[src/rtl/sipo_frame.sv]
// sipo_frame: serial-in/parallel-out deserialiser with a held output word.
//   Bits from `inp` are shifted in on cycles where `enb` is high. Every WIDTH
//   bits form one frame. The completed frame is copied to `out` and
//   `out_valid` is raised. The consumer takes the word with `out_ready`.
//   A frame that completes while an unconsumed word is still held is
//   dropped, and the sticky `overrun` flag is set.
// Parameters:
//   WIDTH      frame width in bits (>= 2)
//   MSB_FIRST  1: shift left, new bit enters bit 0
//              0: shift right, new bit enters bit WIDTH-1
// Ports:
//   clk, rst      rising-edge clock, synchronous active-high reset
//   enb, inp      shift enable and serial data bit
//   sync          discard the partial frame (realign)
//   shift_out     live shift register contents
//   out           last accepted complete word, held
//   out_valid     out holds an unconsumed word
//   out_ready     consumer accepts out this cycle
//   overrun       sticky: a completed word was dropped
//   clr_ovr       clears overrun (a simultaneous drop wins)
module sipo_frame #(
  parameter int WIDTH     = 8,
  parameter bit MSB_FIRST = 1'b1
) (
  input  logic             clk,
  input  logic             rst,
  input  logic             enb,
  input  logic             inp,
  input  logic             sync,
  output logic [WIDTH-1:0] shift_out,
  output logic [WIDTH-1:0] out,
  output logic             out_valid,
  input  logic             out_ready,
  output logic             overrun,
  input  logic             clr_ovr
);

  localparam int CNT_W = (WIDTH > 1) ? $clog2(WIDTH) : 1;
  localparam logic [CNT_W-1:0] LAST = CNT_W'(WIDTH - 1);

  logic [WIDTH-1:0] sr, sr_nxt;
  logic [WIDTH-1:0] shifted, seeded;
  logic [CNT_W-1:0] cnt, cnt_nxt;
  logic [WIDTH-1:0] out_nxt;
  logic             valid_nxt, ovr_nxt;
  logic             frame_done, xfer;

  // Normal shift, and the first bit of a freshly realigned frame.
  generate
    if (MSB_FIRST) begin : g_msb
      assign shifted = {sr[WIDTH-2:0], inp};
      assign seeded  = {{(WIDTH-1){1'b0}}, inp};
    end else begin : g_lsb
      assign shifted = {inp, sr[WIDTH-1:1]};
      assign seeded  = {inp, {(WIDTH-1){1'b0}}};
    end
  endgenerate

  assign xfer = out_valid & out_ready;

  always_comb begin
    sr_nxt     = sr;
    cnt_nxt    = cnt;
    frame_done = 1'b0;
    if (sync) begin
      sr_nxt  = enb ? seeded : '0;
      cnt_nxt = enb ? CNT_W'(1) : '0;
    end else if (enb) begin
      sr_nxt     = shifted;
      frame_done = (cnt == LAST);
      cnt_nxt    = frame_done ? '0 : cnt + CNT_W'(1);
    end
  end

  // A transfer on the completing edge frees the holding register in time
  // for the new word, so back-to-back frames never drop.
  always_comb begin
    out_nxt   = out;
    valid_nxt = out_valid;
    ovr_nxt   = overrun & ~clr_ovr;
    if (frame_done) begin
      if (!out_valid || xfer) begin
        out_nxt   = shifted;
        valid_nxt = 1'b1;
      end else begin
        ovr_nxt = 1'b1;
      end
    end else if (xfer) begin
      valid_nxt = 1'b0;
    end
  end

  always_ff @(posedge clk) begin
    if (rst) begin
      sr        <= '0;
      cnt       <= '0;
      out       <= '0;
      out_valid <= 1'b0;
      overrun   <= 1'b0;
    end else begin
      sr        <= sr_nxt;
      cnt       <= cnt_nxt;
      out       <= out_nxt;
      out_valid <= valid_nxt;
      overrun   <= ovr_nxt;
    end
  end

  assign shift_out = sr;

endmodule

[config.mk]
export PLATFORM = sky130hd
export DESIGN_NAME = sipo_frame
export DESIGN_NICKNAME = d
export VERILOG_FILES = /design/src/rtl/sipo_frame.sv
export SDC_FILE = /design/constraint.sdc
export NUM_CORES = 1
export LEC_CHECK = 0
export ABC_AREA = 1
export BUFFER_PORTS_ARGS = -buffer_cell sky130_fd_sc_hd__buf_2
export CORE_ASPECT_RATIO = 1.2
export CORE_MARGIN = 2
export CORE_UTILIZATION = 53
export DETAILED_ROUTE_END_ITERATION = 8
export GPL_ROUTABILITY_DRIVEN = 0
export PLACE_DENSITY_LB_ADDON = 0.2
export REMOVE_ABC_BUFFERS = 1
export SETUP_SLACK_MARGIN = 0.5
export SLEW_MARGIN = 20
export SYNTH_ARGS = -nofsm -noshare
export SYNTH_HDL_FRONTEND = slang
export SYNTH_SLANG_ARGS = --single-unit
[constraint.sdc]
create_clock -name clk -period 1.8 [get_ports clk]
set_input_delay 0.36 -clock clk [delete_from_list [all_inputs] [get_ports clk]]
set_output_delay 0.36 -clock clk [all_outputs]
set_load 0.05 [all_outputs]
* Word-level counts from Yosys, hierarchy flattened *
Cells that the tools add are included.

storage, ports and cells
  bits in registers = 21
  bits in latches = 0
  RAM bits = 0
  ROM bits = 0
  input port bits = 7
  output and inout port bits = 18
  logic and storage cells = 31
  memories = 0

cells by class
  $add $sub $neg = 1
  multiply operators = 0
  divide/modulo/power cells = 0
  magnitude comparators = 0
  equal/unequal tests = 2
  shift operators = 0
  muxes and demuxes = 14
  bitwise operators = 3
  reductions and logical operators = 6

operators by type and width
  operator               number
  $mux W8                2
  $mux W1                9
  $mux W3                3
  $reduce_and A2 Y1      2
  $reduce_bool A2 Y1     2
  $add A3 B1 Y3 const B  1
  $eq A3 B3 Y1 const B   1
  $and A1 B1 Y1          2
  $ne A2 B1 Y1 const B   1
  $logic_not A1 Y1       1
  $logic_or A1 B1 Y1     1
  $not A1 Y1             1

* Longest topological paths before layout *
Gate-level depths: netlist of the first run.

  depth after elaboration = 5
  depth in mapped cells = 7
  gate-level depth less buffers = 7

* Worst setup path after synthesis of the first run *
Ideal clock, no wire load.

  path kind = register to register
  from = register out_valid
  to = register out[0]
  setup time = 117 ps
  arrival time = 1,248 ps
  data required time = 1,683 ps
  path slack = 435 ps
  stages on the path, launching flop included = 5
  buffers on the path = 1
  cells stage by stage = dfxtp_1 -> nand2_1 -> buf_2 -> a21oi_1 -> nor2_1

on the way
  word-level cells in the longest chain between the ends = 3
  elaborated cells on any way between the ends = 4
  classes of those cells = bitwise (1); reduce/logical (3)

ends and longest elaborated chain
  what                                                      RTL line  text
  from (decl)                                               32        output logic out_valid,
  from (signal assigned)                                    104       out_valid <= valid_nxt;
  $and A1 B1 Y1 / $logic_not A1 Y1 (equally long branches)  59, 82
  $logic_or A1 B1 Y1 *                                      82        if (!out_valid || xfer) begin
  $reduce_and A2 Y1 (no source line) *                      n/a
  to (signal assigned)                                      103       out <= out_nxt;
  to (decl)                                                 31        output logic [WIDTH-1:0] out,

Every way passes the cells marked *; elsewhere a longest branch is shown, timed or not.
A chain may end at the register's enable or synchronous reset.

* Worst setup path in the final report of the first run *
  from = register cnt[0]
  to = register out[7]

on the way
  word-level cells in the longest chain between the ends = 4

ends and longest elaborated chain
  what                                RTL line  text
  from (decl)                         43        logic [CNT_W-1:0] cnt, cnt_nxt;
  from (signal assigned)              102       cnt <= cnt_nxt;
  $eq A3 B3 Y1                        70        frame_done = (cnt == LAST);
  $mux W1                             68        end else if (enb) begin
  $mux W1                             65        if (sync) begin
  $reduce_and A2 Y1 (no source line)  n/a

No other way between the ends.

==> results of run 1 <==
placed cells by master (no fill, tap or decap), drive strengths merged:
cell	n
nand2	24
dfxtp	21
buf	19
a21oi	16
nor2	16
nand3	15
inv	14
clkbuf	13
o21ai	2
ha	2
a22oi	1
o31ai	1
worst max path at each step:
| stage | startpoint | end | slack (ps) | depth (start not counted) |
|---|---|---|---|---|
| 2_1_floorplan | out_valid | out[0] | 440 | 3 |
| 3_5_place_dp | cnt[0] | out[3] | 360 | 7 |
| 6_report | cnt[0] | out[7] | 530 | 8 |
| 4_1_cts | cnt[0] | out[3] | 500 | 8 |
| 5_1_grt | cnt[1] | out[7] | 450 | 8 |
| 3_3_place_gp | cnt[0] | out[7] | 420 | 7 |
power by group through the flow:
| stage | Combinational, W | Sequential [W] | Clock [W] |
|---|---|---|---|
| 6_report | 0.0000577 | 0.000474 | 0.000220 |
| 5_1_grt | 0.0000648 | 0.000474 | 0.000246 |
| 4_1_cts | 0.0000545 | 0.000472 | 0.000228 |
| 3_5_place_dp | 0.0000504 | 0.000482 | 0 |
| 3_3_place_gp | 0.0000499 | 0.000482 | 0 |
| 2_1_floorplan | 0.0000204 | 0.000489 | 0 |
what timing repair did:
item / CTS / global route
setup endpoints to repair: 16 / 22
gates resized for setup: 13 / 18
hold buffers: 0 / 0
setup buffers: 4 / 0
pin swaps: 1 / 3
through the flow:
stage / setup slack [ps] / area (um2) / util (%)
2_1_floorplan: 444 / 842 / -
3_3_place_gp: 420 / 985 / 62.3
3_5_place_dp: 361 / 985 / 62.3
4_1_cts: 496 / 1090 / 69.1
5_1_grt: 450 / 1150 / 72.9
6_report: 527 / 1150 / 72.9
cells by family (layout without fill, tap and decap cells):
logic type,Yosys count,in the layout,share of synthesized area (%)
buffers and inverters,19,46,9.34
DFF,21,21,48.3
adders and majority gates,2,2,2.87
AOI/OAI and AO/OA,20,20,12.5
and+or+nand+nor,55,55,27.0
cell usage after synthesis (2+ instances only):
cell / instances / share of area (%)
nand2_1: 24 / 10
dfxtp_1: 21 / 48
a21oi_1: 15 / 8.6
nand3_1: 15 / 8.6
inv_1: 14 / 6.0
nor2_1: 14 / 6.0
buf_2: 2 / 1.1
clkbuf_1: 2 / 0.86
ha_1: 2 / 2.9
o21ai_0: 2 / 1.1
worst max-delay path, delay by kind of cell (launching register included):
family,cells,cell delay [ps]
buffers and inverters,1,140
flip-flops,1,370
adder cells (fa/ha/maj),2,280
AND/OR/NAND/NOR,5,380
sequential cells by signal, indices dropped and copies added, names as in the netlist:
signal / cells
overrun: 1
cnt: 3
shift_out: 8
out_valid: 1
out: 8
cell type report:
class                      count  area (um2)
sequential                    21         425
multi-input combinational     77         407
inverter                      14        52.6
fill                         128         429
timing repair buffer          28         219
tap                           18        22.5
clock buffer                   4        26.3
routing by layer:
layer  share of wire (%)  wire length (um)  global-route usage (%)
met1                  42               813                    25.7
met2                  52              1020                    36.7
met3                 4.8                94                    2.75
met4                 1.5                29                    8.33
met5                   0                 0                       0
==> flow_summary.yaml, run 1 <==
power_and_ir_drop:
  ir_worst_vdd_v: 0.000476
  p_comb_share_pct: 7.7
  p_int_w: 0.000575
  p_total_w: 0.000751
  power_frac_seq_pct: 63.1
  switchingPower_w: 0.000177
  switching_share_pct: 23.5
  powerDensity_nw_per_um2: 652
  p_leak_nw: 0.512
  power_frac_clock_pct: 29.3
clocking:
  cts_root_buf: "clkbuf_4"
  cts_num_sinks: 21
  ctsLongestPathBuffers: 2
  path_clk_slew_ps: 110
  htreeDepth: 1
  cts_buffers: 3
  cts_tree: "built"
  clkLatencyLatePin_ps: 300
critical_path:
  critPathKind: "register to register"
  slowest_stage: "dfxtp_2"
  cp-end-kind: "register"
  r2r_start: "cnt[0]"
  start_kind: "register"
  path_max_fanout: 5
  timing.critical_path.mode_cell: "ha_4"
  critical-path-max-stage-delay_ps: 370
  reg2reg_slack_ps: 530
  cp_cell_sequence: "ha_4 -> ha_4 -> nand2_4 -> nor2_4 -> buf_6 -> nand3_1 -> nand2_1 -> nor2_1"
  r2r_cells: 8
  worstReg2RegEnd: "out[7]"
  worstPathRequired_ps: 2000
  worstPathArrival_ps: 1470
timing:
  setup_viol: 0
  hold_violations: 0
  skew_ps: 1.44
  slew_violations: 0
  finalCriticalPeriod_ps: 1270
  rsz0062_at_grt: "true"
  period_share_pct: 70.7
  slew_headroom_pct: 64.4
  worst_hold_slack_ps: 318
  worst_slew_pin_slew_ps: 532
  max_freq_mhz: 786
  fin_tns_setup_ps: 0
yosys:
  synth-main-ff-cell: "dfxtp_1"
  ys_seq_elements: 21
  synth_cell_types: 16
  synth_cells: 117
  synth-edff-count: 0
  async_flop_share_pct: 0
  avgSynthCellArea_um2: 7.44
  synth-seq-area-share_pct: 48.3
  yosysWarnings: 0
  netlist_area_um2: 871
floorplanning:
  die_w_um: 41.0
  row_count: 16
  coreArea_um2: 1580
  ios: 25
  start_util_pct: 55.1
  die_area_um2: 1980
  die_h_um: 48.4
grt:
  grt_start_max_net_pins: 18
  overflow: 0
  groute.usage.overall_pct: 21.7
  antenna_found_initial: 0
  grt_pass1_vias: 759
  grt_pass1_wl_um: 3040
detailed_routing:
  detail_route.wl_per_cell_um: 12.1
  routed_wirelength_um: 1950
  firstDrtPassIters: 4
  drtIter0Drc: 29
  ant_nets: 0
  drcViolationCount: 0
  vias: 847
  viasPerCell: 5.23
finish:
  nNetsFinal: 154
  diodes: 0
  synthToLayoutAreaGrowth_pct: 32.3
  drive_gt1_share_pct: 29.2
  stdcell_count: 162
worst_hold_path:
  hold_end: "overrun"
  hold_path_class: "input port to register"
  min_from: "clr_ovr"
  whs_path_depth: 4
placement:
  dpl.hpwl_um: 1200
  place.port_buffers: 24
  placedCellCount: 154
outcome:
  status: "complete, no violations"
job:
  maxCapViolCount: 0
Note: power is estimated with default switching activity, not from simulation.
==> run 2, diff against run 1 <==
- CORE_UTILIZATION: 53 -> 49
- clock period: 1.8 -> 1.2 ns (I/O delays scaled with it)
==> run 2 against run 1 <==
Net effect: the flow now finishes with violations (design-rule violations, negative setup slack); count of clock-buffer cells in the layout unchanged; total power is 58% higher; clock power grew 60%; maximum frequency decreased by 6.7%; combinational power grew 130%; sequential power is 49% higher; highest routed layer unchanged.
==> flow_summary.yaml, run 2 (same netlist as run 1, synthesis figures left out) <==
finish:
  synthToLayoutAreaGrowth_pct: 83.5
  final_cell_mix: "nand2_1 (18), buf_8 (17), dfxtp_2 (15)"
  stdcell_area_um2: 1600
  final_common_cell: "nand2_1"
  nNetsFinal: 173
  drive_gt1_share_pct: 63.8
  final_util_pct: 96.2
  diodes: 0
  fillers: 36
timing:
  fin_tns_setup_ps: -933
  slew_violations: 0
  period_share_pct: 114
  skew_ps: 1.94
  finalCriticalPeriod_ps: 1360
  setup_viol: 10
  rsz0062_at_grt: "true"
  hold_violations: 0
  max_freq_mhz: 733
  slew_headroom_pct: 78.8
  worst_slack_ps: -164
  worst_slew_pin_slew_ps: 317
grt:
  grt_pass1_vias: 904
  groute.usage.overall_pct: 24.1
  grt_pass1_wl_um: 3930
  overflow: 0
  antenna_found_initial: 0
  grt_start_max_net_pins: 15
detailed_routing:
  drtIter0Drc: 72
  viasPerCell: 6.26
  routed_wirelength_um: 3950
  drcViolationCount: 2
  detail_route.wl_per_cell_um: 21.8
  vias: 1133
  firstDrtPassIters: 6
  ant_nets: 0
critical_path:
  critPathBufInv: 1
  cp-end-kind: "register"
  path_max_fanout: 6
  timing.critical_path.mode_cell: "ha_4"
  worstPathRequired_ps: 1390
  cp_cell_sequence: "ha_4 -> ha_4 -> nand2_4 -> nor2_4 -> buf_6 -> a21oi_1 -> nor2_1"
  slowest_stage: "dfxtp_2"
  critical_path.top_delay_family: "flip-flops"
  start_kind: "register"
  worstPathArrival_ps: 1560
  critPathKind: "register to register"
  critical-path-max-stage-delay_ps: 360
power_and_ir_drop:
  switchingPower_w: 0.000314
  p_total_w: 0.00119
  switching_share_pct: 26.4
  p_int_w: 0.000875
  p_comb_share_pct: 11.2
  power_frac_clock_pct: 29.6
  ir_worst_vdd_v: 0.000735
  power_frac_seq_pct: 59.2
  powerDensity_nw_per_um2: 744
  p_leak_nw: 0.682
placement:
  placed_area_um2: 1060
  pre_cts_ws_ps: -75.7
  place.port_buffers: 24
  dpl.hpwl_um: 1360
floorplanning:
  die_w_um: 42.5
  coreArea_um2: 1660
  start_util_pct: 52.4
  die_area_um2: 2130
  ios: 25
  die_h_um: 50.2
  row_count: 16
clocking:
  cts_num_sinks: 21
  cts_root_buf: "clkbuf_4"
  ctsHoldBuffers: 0
  ctsLongestPathBuffers: 2
  cts_tree: "built"
  cts_buffers: 3
  htreeDepth: 1
  clkLatencyLatePin_ps: 300
  path_clk_slew_ps: 120
job:
  maxCapViolCount: 0
worst_hold_path:
  hold_path_class: "input port to register"
outcome:
  status: "finished, violations left"
  violations: "design-rule violations, negative setup slack"
run 2: worst paths after layout:
kind / from / to / slack (ps) / cells past startpoint
worst min register to register: overrun / overrun / 520 / 2
worst max register to register: cnt[0] / out[2] / -160 / 7
worst max-delay path: cnt[0] / out[2] / -160 / 7
worst min-delay path: clr_ovr / overrun / 210 / 4
run 2: layer usage:
layer	global-route usage [%]	vias to the layer above	part of all wire [%]
met5	0	-	0
met4	8.33	0	9.0
met3	3.96	45	9.7
met2	42.6	115	48
met1	29.3	508	33
li1	-	465	-
run 2: stage by stage:
step / instances / hold WS (ps)
finish: 181 / 205
floorplan: 112 / 302
global placement: 162 / 455
global route: 181 / 200
CTS: 176 / 189
detailed placement: 162 / 463
run 2: what timing repair did:
item	in CTS	in global routing
gates resized for setup	88	37
setup endpoints to repair	34	37
endpoints found under the hold margin	0	0
pin swaps	3	11
setup buffers	10	5
run 2: area by class of cell:
class,count,area (um2),share of cell area [%]
clock buffers,4,26.3,1.64
inverters,14,61.3,3.84
multi-input cells,77,515,32.3
flip-flops and latches,21,454,28.4
well taps,18,22.5,1.41
repair buffers,47,518,32.4
run 2: power groups by stage:
| stage | clock (W) | sequential [W] | combinational, W |
|---|---|---|---|
| CTS | 0.000340 | 0.000709 | 0.000106 |
| global placement | 0 | 0.000723 | 0.0000859 |
| global route | 0.000372 | 0.000705 | 0.000139 |
| finish | 0.000352 | 0.000704 | 0.000133 |
| detailed placement | 0 | 0.000724 | 0.0000875 |
| floorplan | 0 | 0.000734 | 0.0000306 |
run 2: tightest hold or removal path: stages:
cell and delay [ps]:
buf_2 80, inv_1 40, nand2_1 80, a21oi_2 50
==> run 3, diff against run 2 <==
- CORE_ASPECT_RATIO: 1.2 -> not set
==> run 3 against run 2 <==
Net effect: register-to-register slack improved by 70 ps; utilization decreased by 8.0 points; total power decreased by 0.76%; clock power about the same; non-clock buffer count decreased by 2; hold slack got worse by 36 ps; largest cell class unchanged; setup slack improved by 65 ps; the run ends with negative setup slack left; combinational power decreased by 9%; sequential cell count unchanged; cell count decreased by 1.7%; first-iteration DRC count decreased by 67%; global-route usage increased by 2.0 points.
==> flow_summary.yaml, run 3 (same netlist as run 1, synthesis figures left out) <==
power_and_ir_drop:
  ir_worst_vdd_v: 0.000673
  p_leak_nw: 0.655
  powerDensity_nw_per_um2: 793
  p_total_w: 0.00118
clocking:
  cts_buffers: 3
  cts_num_sinks: 21
  ctsLongestPathBuffers: 2
  path_clk_slew_ps: 120
  htreeDepth: 1
  cts_root_buf: "clkbuf_4"
  clkLatencyLatePin_ps: 310
  cts_tree: "built"
critical_path:
  critical_path.top_delay_family: "flip-flops"
  worstPathArrival_ps: 1540
  cp_cell_sequence: "ha_4 -> ha_4 -> buf_4 -> buf_4 -> nor2_1 -> o21ai_0 -> a21oi_1"
  worst-path-stages: 7
  start_kind: "register"
  r2r_start: "cnt[0]"
  reg2reg_slack_ps: -100
  r2r_cells: 7
  path_max_fanout: 2
  worstReg2RegEnd: "cnt[0]"
  worstPathRequired_ps: 1440
  slowest_stage: "dfxtp_2"
  cp-end-kind: "register"
  critPathKind: "register to register"
  startpoint: "cnt[0]"
  critical-path-max-stage-delay_ps: 360
  critPathBufInv: 2
floorplanning:
  die_h_um: 46.2
  row_count: 15
  start_util_pct: 51.6
  die_area_um2: 2130
  coreArea_um2: 1690
  die_w_um: 46.2
  ios: 25
grt:
  grt_pass1_wl_um: 3900
  grt_pass1_vias: 903
  grt_start_max_net_pins: 18
  groute.usage.overall_pct: 26.1
  antenna_found_initial: 0
  overflow: 0
finish:
  stdcell_area_um2: 1490
  synthToLayoutAreaGrowth_pct: 71.0
  final_cell_mix: "dfxtp_2 (18), nand2_1 (17), buf_8 (17)"
  fillers: 77
  diodes: 0
  drive_gt1_share_pct: 54.7
  nNetsFinal: 171
  stdcell_count: 178
  final_common_cell: "dfxtp_2"
placement:
  place.port_buffers: 24
  placedCellCount: 160
  placed_area_um2: 1050
  dpl.hpwl_um: 1330
timing:
  slew_violations: 0
  period_share_pct: 108
  finalCriticalPeriod_ps: 1300
  worst_slack_ps: -98.6
  fin_tns_setup_ps: -525
  hold_violations: 0
  slew_headroom_pct: 75.7
  max_freq_mhz: 770
  rsz0062_at_grt: "true"
  worst_slew_pin_slew_ps: 364
  skew_ps: 1.29
  setup_viol: 9
  worst_hold_slack_ps: 169
detailed_routing:
  firstDrtPassIters: 4
  viasPerCell: 5.27
  drcViolationCount: 0
  drtIter0Drc: 24
  ant_nets: 0
  detail_route.wl_per_cell_um: 13.9
  routed_wirelength_um: 2470
  vias: 938
worst_hold_path:
  hold_end: "overrun"
  min_from: "clr_ovr"
  whs_path_depth: 4
  hold_path_class: "input port to register"
outcome:
  status: "finished, violations left"
  violations: "negative setup slack"
job:
  maxCapViolCount: 0
## run 3: cell count changes in the layout (fill, tap and decap cells not counted), moves of 2 or more
cell | before | now
dfxtp_4 | 4 | 1
nand2_2 | 4 | 6
dfxtp_2 | 15 | 18
nand3_1 | 4 | 13
nand3_2 | 11 | 2
inv_2 | 0 | 2
buf_4 | 14 | 12
a21oi_2 | 8 | 2
a21oi_1 | 8 | 14
## run 3: repair_timing
item,CTS,global route
setup endpoints to repair,34,39
pin swaps,7,3
gates resized for setup,95,9
setup buffers,11,3
hold buffers,0,0
## run 3: worst max path at each step
stage               endpoint  slack, ps
detailed placement    out[4]        -90
CTS                   out[4]        -40
floorplan             out[0]       -160
finish                cnt[0]       -100
global placement      out[3]        -50
global route          cnt[0]       -160
## run 3: metal layers
layer,vias to the layer above,GRT usage [%],routed length [um],part of all wire (%)
met2,39,43.9,1290,52
met4,0,13.7,34,1.4
li1,462,-,-,-
met3,4,6.27,118,4.8
met5,-,0,0,0
met1,433,30.2,1030,42
## run 3: through the flow
| step | util (%) | setup WS (ps) |
|---|---|---|
| 6_report | 88.1 | -98.6 |
| 5_1_grt | 88.1 | -159 |
| 4_1_cts | 85.1 | -41.0 |
| 3_3_place_gp | 62.1 | -49.2 |
| 2_1_floorplan | - | -156 |
| 3_5_place_dp | 62.1 | -94.2 |
## run 3: worst reg2reg max path, delay by kind of cell, from the launching register on
family	cells	cell delay (ps)
flip-flops	1	360
adder cells (fa/ha/maj)	2	330
buffers and inverters	2	250
AO/OA/AOI/OAI	2	230
AND/OR/NAND/NOR	1	80
## run 3: power by group
part	leakage, nW	internal (W)	switching (W)	total [W]
clock	0.0150	0.000130	0.000221	0.000351
combinational	0.461	0.0000503	0.0000706	0.000121
sequential	0.179	0.000702	0.00000667	0.000708
total	0.655	0.000882	0.000298	0.00118
## run 3: layout make-up
type	instances	area, um2	area share (%)
Multi-Input combinational cell	77	440	29.6
Clock buffer	4	26.3	1.76
Sequential cell	21	447	30.0
Timing Repair Buffer	45	499	33.5
Inverter	14	55.1	3.70
Tap cell	17	21.3	1.43
